### src/rtl/bridge_pkg.sv
// AHB-to-APB bridge shared definitions: FSM states, AHB transfer/response codes, slave-select width.
// Latency: n/a (types and constants only).
// Backpressure: n/a.
package bridge_pkg;

  typedef enum logic [1:0] {
    ST_IDLE   = 2'd0,
    ST_WWAIT  = 2'd1,
    ST_SETUP  = 2'd2,
    ST_ENABLE = 2'd3
  } state_t;

  localparam logic [1:0] HTRANS_IDLE   = 2'b00;
  localparam logic [1:0] HTRANS_BUSY   = 2'b01;
  localparam logic [1:0] HTRANS_NONSEQ = 2'b10;
  localparam logic [1:0] HTRANS_SEQ    = 2'b11;

  localparam logic [1:0] HRESP_OKAY = 2'b00;

  // Number of APB slaves; one-hot select is this wide.
  localparam int SEL_W = 4;

endpackage

### src/rtl/apb_bridge_ctrl_if.sv
// Bus bundle between the AHB side and the APB side of the bridge.
// Latency: n/a (wiring only).
// Backpressure: Hreadyout from the bridge stalls the AHB data phase.
// Ports: AHB inputs Hwrite/Hreadyin/Htrans/Haddr/Hwdata, AHB outputs Hreadyout/Hresp/Hrdata,
//        APB outputs Paddr/Pwdata/Pwrite/Pselx/Penable, APB input Prdata.
interface apb_bridge_ctrl_if;
  import bridge_pkg::*;

  logic             Hwrite;
  logic             Hreadyin;
  logic [1:0]       Htrans;
  logic [31:0]      Haddr;
  logic [31:0]      Hwdata;
  logic             Hreadyout;
  logic [1:0]       Hresp;
  logic [31:0]      Hrdata;
  logic [31:0]      Paddr;
  logic [31:0]      Pwdata;
  logic             Pwrite;
  logic [SEL_W-1:0] Pselx;
  logic             Penable;
  logic [31:0]      Prdata;

  // Bridge view: AHB slave, APB master.
  modport slave (
    input  Hwrite, Hreadyin, Htrans, Haddr, Hwdata, Prdata,
    output Hreadyout, Hresp, Hrdata, Paddr, Pwdata, Pwrite, Pselx, Penable
  );

  // Environment view: AHB master plus APB slaves.
  modport master (
    output Hwrite, Hreadyin, Htrans, Haddr, Hwdata, Prdata,
    input  Hreadyout, Hresp, Hrdata, Paddr, Pwdata, Pwrite, Pselx, Penable
  );

endinterface

### src/rtl/apb_sel_decode.sv
// APB slave select decode: 2-bit slave index -> one-hot select.
// Latency: combinational.
// Backpressure: none.
// Ports: sel (index from address bits 27:26), onehot (SEL_W-bit select).
module apb_sel_decode
  import bridge_pkg::*;
(
  input  logic [1:0]       sel,
  output logic [SEL_W-1:0] onehot
);

  always_comb begin
    onehot = '0;
    onehot[sel] = 1'b1;
  end

endmodule

### src/rtl/apb_bridge_ctrl.sv
// AHB-to-APB bridge controller: converts qualified AHB transfers into APB setup/enable cycles.
// Latency: read data phase 2 cycles (SETUP, ENABLE); write data phase 3 cycles (WWAIT, SETUP, ENABLE).
// Backpressure: Hreadyout low in WWAIT and SETUP stalls the AHB data phase; APB slaves have no wait states.
// Ports: clk, Hreset (sync, active high), bus (AHB slave / APB master side of apb_bridge_ctrl_if).
module apb_bridge_ctrl
  import bridge_pkg::*;
#(
  parameter logic [3:0] BASE_NIBBLE = 4'h8
) (
  input  logic            clk,
  input  logic            Hreset,
  apb_bridge_ctrl_if.slave bus
);

  state_t           state;
  state_t           state_nxt;
  logic             latch_addr;
  logic             valid;
  logic [31:0]      paddr_q;
  logic [31:0]      pwdata_q;
  logic             pwrite_q;
  logic [SEL_W-1:0] sel_dec;

  // Only NONSEQ/SEQ transfers in our address window with the bus ready start an access.
  assign valid = bus.Hreadyin
               && ((bus.Htrans == HTRANS_NONSEQ) || (bus.Htrans == HTRANS_SEQ))
               && (bus.Haddr[31:28] == BASE_NIBBLE);

  always_comb begin
    state_nxt  = state;
    latch_addr = 1'b0;
    case (state)
      ST_IDLE: begin
        if (valid) begin
          latch_addr = 1'b1;
          state_nxt  = bus.Hwrite ? ST_WWAIT : ST_SETUP;
        end
      end
      ST_WWAIT:  state_nxt = ST_SETUP;
      ST_SETUP:  state_nxt = ST_ENABLE;
      ST_ENABLE: begin
        // Pipelined address phase overlaps ENABLE, so the next access follows without an IDLE gap.
        if (valid) begin
          latch_addr = 1'b1;
          state_nxt  = bus.Hwrite ? ST_WWAIT : ST_SETUP;
        end else begin
          state_nxt = ST_IDLE;
        end
      end
      default: state_nxt = ST_IDLE;
    endcase
  end

  always_ff @(posedge clk) begin
    if (Hreset) begin
      state    <= ST_IDLE;
      paddr_q  <= '0;
      pwdata_q <= '0;
      pwrite_q <= 1'b0;
    end else begin
      state <= state_nxt;
      if (latch_addr) begin
        paddr_q  <= bus.Haddr;
        pwrite_q <= bus.Hwrite;
      end
      // Write data is only valid during the AHB data phase, which WWAIT covers.
      if (state == ST_WWAIT) begin
        pwdata_q <= bus.Hwdata;
      end
    end
  end

  apb_sel_decode u_sel_decode (
    .sel    (paddr_q[27:26]),
    .onehot (sel_dec)
  );

  // All APB outputs and Hreadyout come from registers only; Prdata->Hrdata is the one combinational path.
  assign bus.Hreadyout = (state == ST_IDLE) || (state == ST_ENABLE);
  assign bus.Hresp     = HRESP_OKAY;
  assign bus.Hrdata    = bus.Prdata;
  assign bus.Paddr     = paddr_q;
  assign bus.Pwdata    = pwdata_q;
  assign bus.Pwrite    = pwrite_q;
  assign bus.Penable   = (state == ST_ENABLE);
  assign bus.Pselx     = ((state == ST_SETUP) || (state == ST_ENABLE)) ? sel_dec : '0;

endmodule

### src/flat_wrapper.sv
// flat-port wrapper written by rule: the top's interface ports become plain ports
module apb_bridge_ctrl_flat import bridge_pkg::*;
#(
  parameter logic [3:0] BASE_NIBBLE = 4'h8
)
  (clk, Hreset, bus_Hwrite, bus_Hreadyin, bus_Htrans, bus_Haddr, bus_Hwdata, bus_Prdata, bus_Hreadyout, bus_Hresp, bus_Hrdata, bus_Paddr, bus_Pwdata, bus_Pwrite, bus_Pselx, bus_Penable);
  apb_bridge_ctrl_if bus_i ();
  input  logic clk;
  input  logic Hreset;
  input wire logic [$bits(bus_i.Hwrite)-1:0] bus_Hwrite;
  input wire logic [$bits(bus_i.Hreadyin)-1:0] bus_Hreadyin;
  input wire logic [$bits(bus_i.Htrans)-1:0] bus_Htrans;
  input wire logic [$bits(bus_i.Haddr)-1:0] bus_Haddr;
  input wire logic [$bits(bus_i.Hwdata)-1:0] bus_Hwdata;
  input wire logic [$bits(bus_i.Prdata)-1:0] bus_Prdata;
  output wire logic [$bits(bus_i.Hreadyout)-1:0] bus_Hreadyout;
  output wire logic [$bits(bus_i.Hresp)-1:0] bus_Hresp;
  output wire logic [$bits(bus_i.Hrdata)-1:0] bus_Hrdata;
  output wire logic [$bits(bus_i.Paddr)-1:0] bus_Paddr;
  output wire logic [$bits(bus_i.Pwdata)-1:0] bus_Pwdata;
  output wire logic [$bits(bus_i.Pwrite)-1:0] bus_Pwrite;
  output wire logic [$bits(bus_i.Pselx)-1:0] bus_Pselx;
  output wire logic [$bits(bus_i.Penable)-1:0] bus_Penable;
  assign bus_i.Hwrite = bus_Hwrite;
  assign bus_i.Hreadyin = bus_Hreadyin;
  assign bus_i.Htrans = bus_Htrans;
  assign bus_i.Haddr = bus_Haddr;
  assign bus_i.Hwdata = bus_Hwdata;
  assign bus_i.Prdata = bus_Prdata;
  assign bus_Hreadyout = bus_i.Hreadyout;
  assign bus_Hresp = bus_i.Hresp;
  assign bus_Hrdata = bus_i.Hrdata;
  assign bus_Paddr = bus_i.Paddr;
  assign bus_Pwdata = bus_i.Pwdata;
  assign bus_Pwrite = bus_i.Pwrite;
  assign bus_Pselx = bus_i.Pselx;
  assign bus_Penable = bus_i.Penable;
  apb_bridge_ctrl #(.BASE_NIBBLE(BASE_NIBBLE)) u_core (.clk(clk), .Hreset(Hreset), .bus(bus_i));
endmodule
### config.mk
export PLATFORM = sky130hd
export DESIGN_NAME = apb_bridge_ctrl_flat
export DESIGN_NICKNAME = d
export VERILOG_FILES = /design/src/rtl/bridge_pkg.sv /design/src/rtl/apb_bridge_ctrl_if.sv /design/src/rtl/apb_sel_decode.sv /design/src/rtl/apb_bridge_ctrl.sv /design/src/flat_wrapper.sv
export SDC_FILE = /design/constraint.sdc
export NUM_CORES = 1
export LEC_CHECK = 0
export ABC_AREA = 0
export CORE_ASPECT_RATIO = 1.5
export CORE_UTILIZATION = 31
export DETAILED_ROUTE_END_ITERATION = 8
export PLACE_DENSITY = 0.88
export SYNTH_ARGS = -nofsm -noshare
export SYNTH_HDL_FRONTEND = slang
export SYNTH_SLANG_ARGS = --single-unit
### constraint.sdc
create_clock -name clk -period 1.84 [get_ports clk]
set_input_delay 0.368 -clock clk [delete_from_list [all_inputs] [get_ports clk]]
set_output_delay 0.368 -clock clk [all_outputs]
set_load 0.02 [all_outputs]
==> results of run 1 <==
final cells by class:
| type | count | share of cell area |
|---|---|---|
| clock buffers | 12 | 0.0537 |
| clock inverters | 2 | 0.00818 |
| inverters | 4 | 0.00327 |
| multi-input cells | 186 | 0.259 |
| flip-flops and latches | 67 | 0.292 |
| well taps | 107 | 0.0292 |
| repair buffers | 155 | 0.355 |
layout by cell type, fill, tap and decap left out, drive strengths merged, types with 2 or more instances in the layout:
master	Yosys	layout
a21oi	30	30
buf	45	19
clkbuf	6	15
clkdlybuf4s50	0	127
conb	1	2
dfxtp	67	67
dlymetal6s2s	0	5
ha	5	5
inv	4	4
mux2i	32	32
nand2	60	60
nor2	39	39
nor3	3	3
nor3b	3	3
o21ai	2	2
o21bai	2	2
path summary, 6_finish.rpt:
check	endpoint	slack [ns]	depth (start not counted)
setup reg to reg	u_core.bus.Paddr[18]$_SDFFE_PP0P_	0.22	6
hold reg to reg	u_core.bus.Paddr[4]$_SDFFE_PP0P_	0.46	2
setup / recovery	bus_Pselx[1]	0.03	5
hold / removal	u_core.bus.Paddr[4]$_SDFFE_PP0P_	0.46	2
critical path: stages (launching register included):
cell     delay, ns
dfxtp_1       0.33
inv_2         0.12
ha_2          0.24
nor2_2        0.06
nor3_1        0.16
buf_2         0.20
metal layers:
layer | vias to the layer above | routed length (um)
li1 | 1196 | -
met1 | 1123 | 2710
met2 | 110 | 4160
met3 | 42 | 655
met4 | 0 | 453
met5 | - | 0
power by group:
| part | internal, mW | leakage (nW) | total [mW] | switching, mW |
|---|---|---|---|---|
| logic | 0.475 | 1.00 | 0.898 | 0.424 |
| registers | 1.52 | 0.540 | 1.56 | 0.0440 |
| clock network | 1.07 | 0.135 | 1.64 | 0.572 |
sequential cells by signal (all words and copies together) (netlist names):
register and flops:
u_core.bus.Paddr 32, u_core.bus.Pwdata 32, u_core.state 2, u_core.bus.Pwrite 1
synth_stat cells:
| cell type | instances |
|---|---|
| dfxtp_1 | 67 |
| nand2_1 | 60 |
| nor2_1 | 39 |
| buf_4 | 34 |
| mux2i_1 | 32 |
| a21oi_1 | 30 |
| clkbuf_1 | 6 |
| buf_1 | 5 |
| ha_1 | 5 |
| buf_2 | 4 |
| inv_1 | 4 |
| nor3b_1 | 3 |
| buf_6 | 2 |
| nor3_1 | 2 |
| o21ai_0 | 2 |
| o21bai_1 | 2 |
| a2bb2oi_1 | 1 |
| a311oi_1 | 1 |
| conb_1 | 1 |
| nand3_1 | 1 |
| nor2b_1 | 1 |
| nor3_2 | 1 |
| o311ai_0 | 1 |
| or2_2 | 1 |
| or3_1 | 1 |
| or4b_4 | 1 |
cell families (layout without fill, tap and decap cells):
logic type,after synthesis,in the layout,share of synthesized area
simple gates,110,110,0.165
other cells,1,2,0.00137
fa+ha+maj,5,5,0.0229
flops,67,67,0.490
mux,32,32,0.117
compound gates,37,37,0.0736
buf+inv,55,173,0.129
stage by stage:
stage / util / power (mW) / setup slack (ns) / instance area (um^2)
after global routing: 0.542 / 4.30 / -0.0431 / 4590
after global placement: 0.481 / 2.40 / -0.316 / 4070
after CTS: 0.515 / 4.11 / -0.0249 / 4360
after floorplan: - / 2.10 / 0.0746 / 2740
final: 0.542 / 4.10 / 0.0299 / 4590
after detailed placement: 0.481 / 2.44 / -0.367 / 4070
what timing repair did:
item | in CTS | in global routing
gates cloned | 0 | 4
resized for setup | 30 | 43
setup endpoints to repair | 11 | 31
pin swaps | 0 | 7
buffers inserted | 0 | 1
==> results_dict.tcl, run 1 <==
set metrics [dict create \
    worstReg2RegStart "u_core.state[1]$_SDFFE_PP0P_" \
    grt_use_total 0.165 \
    max-vdd-ir-drop_uv 599 \
    finalWirelength_um 7980 \
    ys_types 26 \
    synth_largest_area_cell "dfxtp_1" \
    htree_levels 3 \
    fp.dieW_um 78.7 \
    antenna_cells 0 \
    io-pin-count 207 \
    path_class "reg -> out" \
    die_area_mm2 0.00921 \
    cts-root-buf "clkbuf_16" \
    antenna_left 0 \
    rsz0062_at_grt "yes" \
    period_minus_slack_ns 1.81 \
    clock_latency_ns 0.32 \
    run_status "completed" \
    hp-class "reg -> reg" \
    busiest_layer "met2" \
    place.port_buffers 139 \
    cp_data_arrival_time_ns 1.44 \
    seq_area_frac_synth 0.490 \
    area_delta_synth_final_pct 67.7 \
    grt_pass1_vias 2489 \
    finClkSkew_ns 0.00432 \
    report.final.hold_viol_count 0 \
    critical_path.max_fanout 4 \
    multiInputGateArea_mm2 0.00119 \
    finalSetupViolCount 0 \
    cp-start-kind "flip-flop" \
    ys.warnings.count 0 \
    grt_pass1_wl_um 11400 \
    synth_seq_cells 67 \
    die_h_um 117 \
    drc 0 \
    syn_area_mm2 0.00274 \
    fin_cells 533 \
    cp-startpoint "u_core.state[0]$_SDFFE_PP0P_" \
    yosys.area.top_type_share 0.490 \
    syn_area_per_cell_um2 8.91 \
    grt_max_degree 68 \
    coreArea_mm2 0.00846 \
    worstSetupEndpointType "primary output" \
    fin_setup_tns_ns 0 \
    numClockSinks 67 \
    use_met3 0.0659 \
    dp.cells 514 \
    antenna_found_initial 0 \
    vias 2471 \
    timing.final.crit_share 0.984 \
    path_clk_slew_ns 0.05 \
    seq_area_mm2 0.00134 \
    synth.area.top_cells "dfxtp_1 49%, mux2i_1 12%, buf_4 9.3%" \
    dp_hpwl_um 5410 \
    maxCapViolCount 0 \
    ctsHoldBuffers 0 \
    wl_per_cell_um 15.0 \
    syn_inst 307 \
    cp.required_ns 1.47 \
    vias_per_cell 4.64 \
    cts.path.max_buffers 2 \
    fillers 722 \
    grt_use_met2 0.289 \
    report.final.slew_viol_count 0 \
    num-nets-final 530 \
    rows 41 \
    drtPass1Iterations 4 \
    p_per_area_mw_per_mm2 895 \
    fmax_mhz 552 \
    cts_tree "yes" \
    drive_gt1_frac 0.162 \
    cts_made_buffers 9 \
    grt_overflow_total 0 \
    power_leakage_nw 1.68 \
    gp_congestion 0.730 \
    hold_start "u_core.bus.Paddr[4]$_SDFFE_PP0P_" \
    drtIter0Drc 46 \
    hold_slack_ns 0.458 \
    met1_usage 0.150 \
    start_util 0.323 \
]
No activity file was read; power rests on OpenSTA's default activity.
==> run 2: changes to the inputs <==
Settings changed: GPL_TIMING_DRIVEN from default to 1.
==> results of run 2 <==
Final layout, timing and power as in run 1 (identical DEF).
==> run 3: changes to the inputs <==
--- a/config.mk
+++ b/config.mk
@@ -9,6 +9,6 @@
 export CORE_ASPECT_RATIO = 1.5
-export CORE_UTILIZATION = 31
+export CORE_UTILIZATION = 34
 export DETAILED_ROUTE_END_ITERATION = 8
 export GPL_TIMING_DRIVEN = 1
-export PLACE_DENSITY = 0.88
+export PLACE_DENSITY = 0.91
 export SYNTH_ARGS = -nofsm -noshare
==> constraint.sdc (replaced) <==
create_clock -name clk -period 1.7 [get_ports clk]
set_input_delay 0.34 -clock clk [delete_from_list [all_inputs] [get_ports clk]]
set_output_delay 0.34 -clock clk [all_outputs]
set_load 0.1 [all_outputs]
==> run 3 against run 2 <==
Effect of this change:
- the flow now finishes with violations (setup timing)
- worst setup slack got worse by 0.095 ns
- design area increased by 15%
- die area fell by 8.6%
- utilization up 14 points
- sequential share of layout area is 3.6 points lower
- clock-buffer cell count up 1
- clock skew hardly changed
- via count grew 1.3%
- power up 25%
- register-to-register slack got worse by 0.18 ns
- cell count down 0.56%
- first-iteration DRC count grew 83%
- largest power group is now combinational cells
==> results_dict.tcl, run 3 (synthesis gave the netlist of run 1 again) <==
set metrics [dict create \
    clock_latency_ns 0.32 \
    hold_depth 2 \
    final_cell_mix "75 x buf_12, 63 x clkdlybuf4s50_1, 63 x dfxtp_1" \
    worstSetupEndpointType "primary output" \
    fmax_mhz 567 \
    power_frac_seq 0.340 \
    numClockSinks 67 \
    path_cells "buf_6 > ha_4 > buf_6 > nor2_4 > nor3_4 > buf_12" \
    grt_max_degree 68 \
    cts-root-buf "clkbuf_16" \
    gp_congestion 0.753 \
    cts_made_buffers 9 \
    p_per_area_mw_per_mm2 969 \
    antenna_left 0 \
    finalPower_mw 5.13 \
    cts_tree "yes" \
    critPathBufInv 3 \
    cp-start-kind "flip-flop" \
    p_clk_frac 0.311 \
    crit_path_frequent_cell "buf_6" \
    report.final.slew_viol_count 0 \
    drive_gt1_frac 0.315 \
    rsz0062_at_grt "yes" \
    violations "setup timing" \
    drc 0 \
    place.port_buffers 139 \
    hold_start "u_core.bus.Paddr[24]$_SDFFE_PP0P_" \
    grt_pass1_wl_um 12700 \
    fin_setup_tns_ns -0.105 \
    vias_per_cell 4.72 \
    io-pin-count 207 \
    grt_use_total 0.208 \
    rows 39 \
    die_area_mm2 0.00841 \
    rr_worst_depth 6 \
    max-vdd-ir-drop_uv 649 \
    cts.path.max_buffers 2 \
    hold_slack_ns 0.489 \
    grt_overflow_total 0 \
    p_comb_frac 0.349 \
    die_h_um 112 \
    worstReg2RegStart "u_core.state[1]$_SDFFE_PP0P_" \
    start_util 0.355 \
    switching_share 0.337 \
    p_int_mw 3.40 \
    run_status "finished with violations" \
    dp.cells 509 \
    num-nets-final 533 \
    report.final.hold_viol_count 0 \
    antenna_cells 0 \
    period_minus_slack_ns 1.76 \
    critPathMaxStageDelay_ns 0.34 \
    wl_per_cell_um 16.4 \
    dp_hpwl_um 5970 \
    ctsHoldBuffers 0 \
    hp-class "reg -> reg" \
    timing.final.crit_share 1.04 \
    finalWirelength_um 8680 \
    cpMaxStageDelayCell "dfxtp_2" \
    power_leakage_nw 1.94 \
    area_delta_synth_final_pct 93.4 \
    coreArea_mm2 0.00771 \
    finClkSkew_ns 0.00411 \
    grt_pass1_vias 2610 \
    finalSetupViolCount 2 \
    critical_path.max_fanout 2 \
    htree_levels 3 \
    path_class "reg -> out" \
    maxCapViolCount 0 \
    drtPass1Iterations 4 \
    cp_data_arrival_time_ns 1.42 \
    crit_family "buffers and inverters" \
    fin_cells 530 \
    worstHoldEndpoint "u_core.bus.Paddr[24]$_SDFFE_PP0P_" \
    path_clk_slew_ns 0.05 \
    fin_ws_ns -0.0648 \
    cp.required_ns 1.36 \
    regToRegSetupSlack_ns 0.04 \
    drtIter0Drc 84 \
    antenna_found_initial 0 \
    r2r-end "u_core.bus.Paddr[20]$_SDFFE_PP0P_" \
    vias 2503 \
    final_common_cell "buf_12" \
    fp.dieW_um 75.2 \
    p_sw_mw 1.73 \
]
run 3: cell count changes in the layout (fill, tap and decap cells not counted), sizes merged:
cell           previous run  this run
bufinv                    1         0
buf                      19        89
dlygate4sd2               0         1
clkinvlp                  1         0
dlymetal6s2s              5         0
or3                       1         3
clkdlybuf4s50           127        63
clkdlybuf4s15             1         3
clkbuf                   15        13
run 3: final cells by class:
type	instances	area, um^2
clock buffer	13	250
timing repair buffer	156	2300
fill	560	2420
sequential	67	1350
inverter	4	15.0
tap	102	128
multi-input combinational	188	1240
run 3: layer usage:
metal,wire (um),GRT usage
met5,0,0
met4,382,0.121
met3,880,0.0905
met2,4580,0.374
met1,2840,0.184
run 3: per-stage QoR:
step / util / cell area, um^2 / setup WS, ns
after global placement: 0.626 / 4830 / -0.396
after CTS: 0.687 / 5300 / -0.0954
final: 0.686 / 5290 / -0.0648
after global routing: 0.686 / 5290 / -0.136
after floorplan: - / 2810 / -0.245
after detailed placement: 0.626 / 4830 / -0.466
run 3: what timing repair did:
action                                  CTS  global route
endpoints found under the setup margin   39            33
hold endpoints to repair                  0             0
pin swaps                                19             9
gates resized for setup                  36            11
buffers inserted                          8             1
gates cloned                              2             2
run 3: worst max-delay path by stage:
stage,endpoint,cells after the start,startpoint
after global routing,bus_Pselx[1],6,u_core.state[0]$_SDFFE_PP0P_
after detailed placement,u_core.bus.Paddr[0]$_SDFFE_PP0P_,5,bus_Haddr[28]
after floorplan,bus_Pselx[1],3,u_core.state[1]$_SDFFE_PP0P_
after global placement,u_core.bus.Paddr[20]$_SDFFE_PP0P_,7,bus_Haddr[28]
final,bus_Pselx[1],6,u_core.state[0]$_SDFFE_PP0P_
after CTS,bus_Pselx[1],6,u_core.state[0]$_SDFFE_PP0P_
run 3: power groups by stage:
stage / clock, mW / sequential (mW) / combinational [mW]
finish: 1.59 / 1.75 / 1.79
global route: 1.71 / 1.75 / 1.87
CTS: 1.64 / 1.74 / 1.76
detailed placement: 0 / 1.76 / 1.68
global placement: 0 / 1.76 / 1.65
floorplan: 0 / 2.14 / 0.950
run 3: worst reg2reg max path, stage by stage (launching register included):
cell and delay, ns:
dfxtp_4 0.38, inv_1 0.11, ha_4 0.28, buf_4 0.14
or3_4 0.43, nand2_1 0.11, a21oi_1 0.07
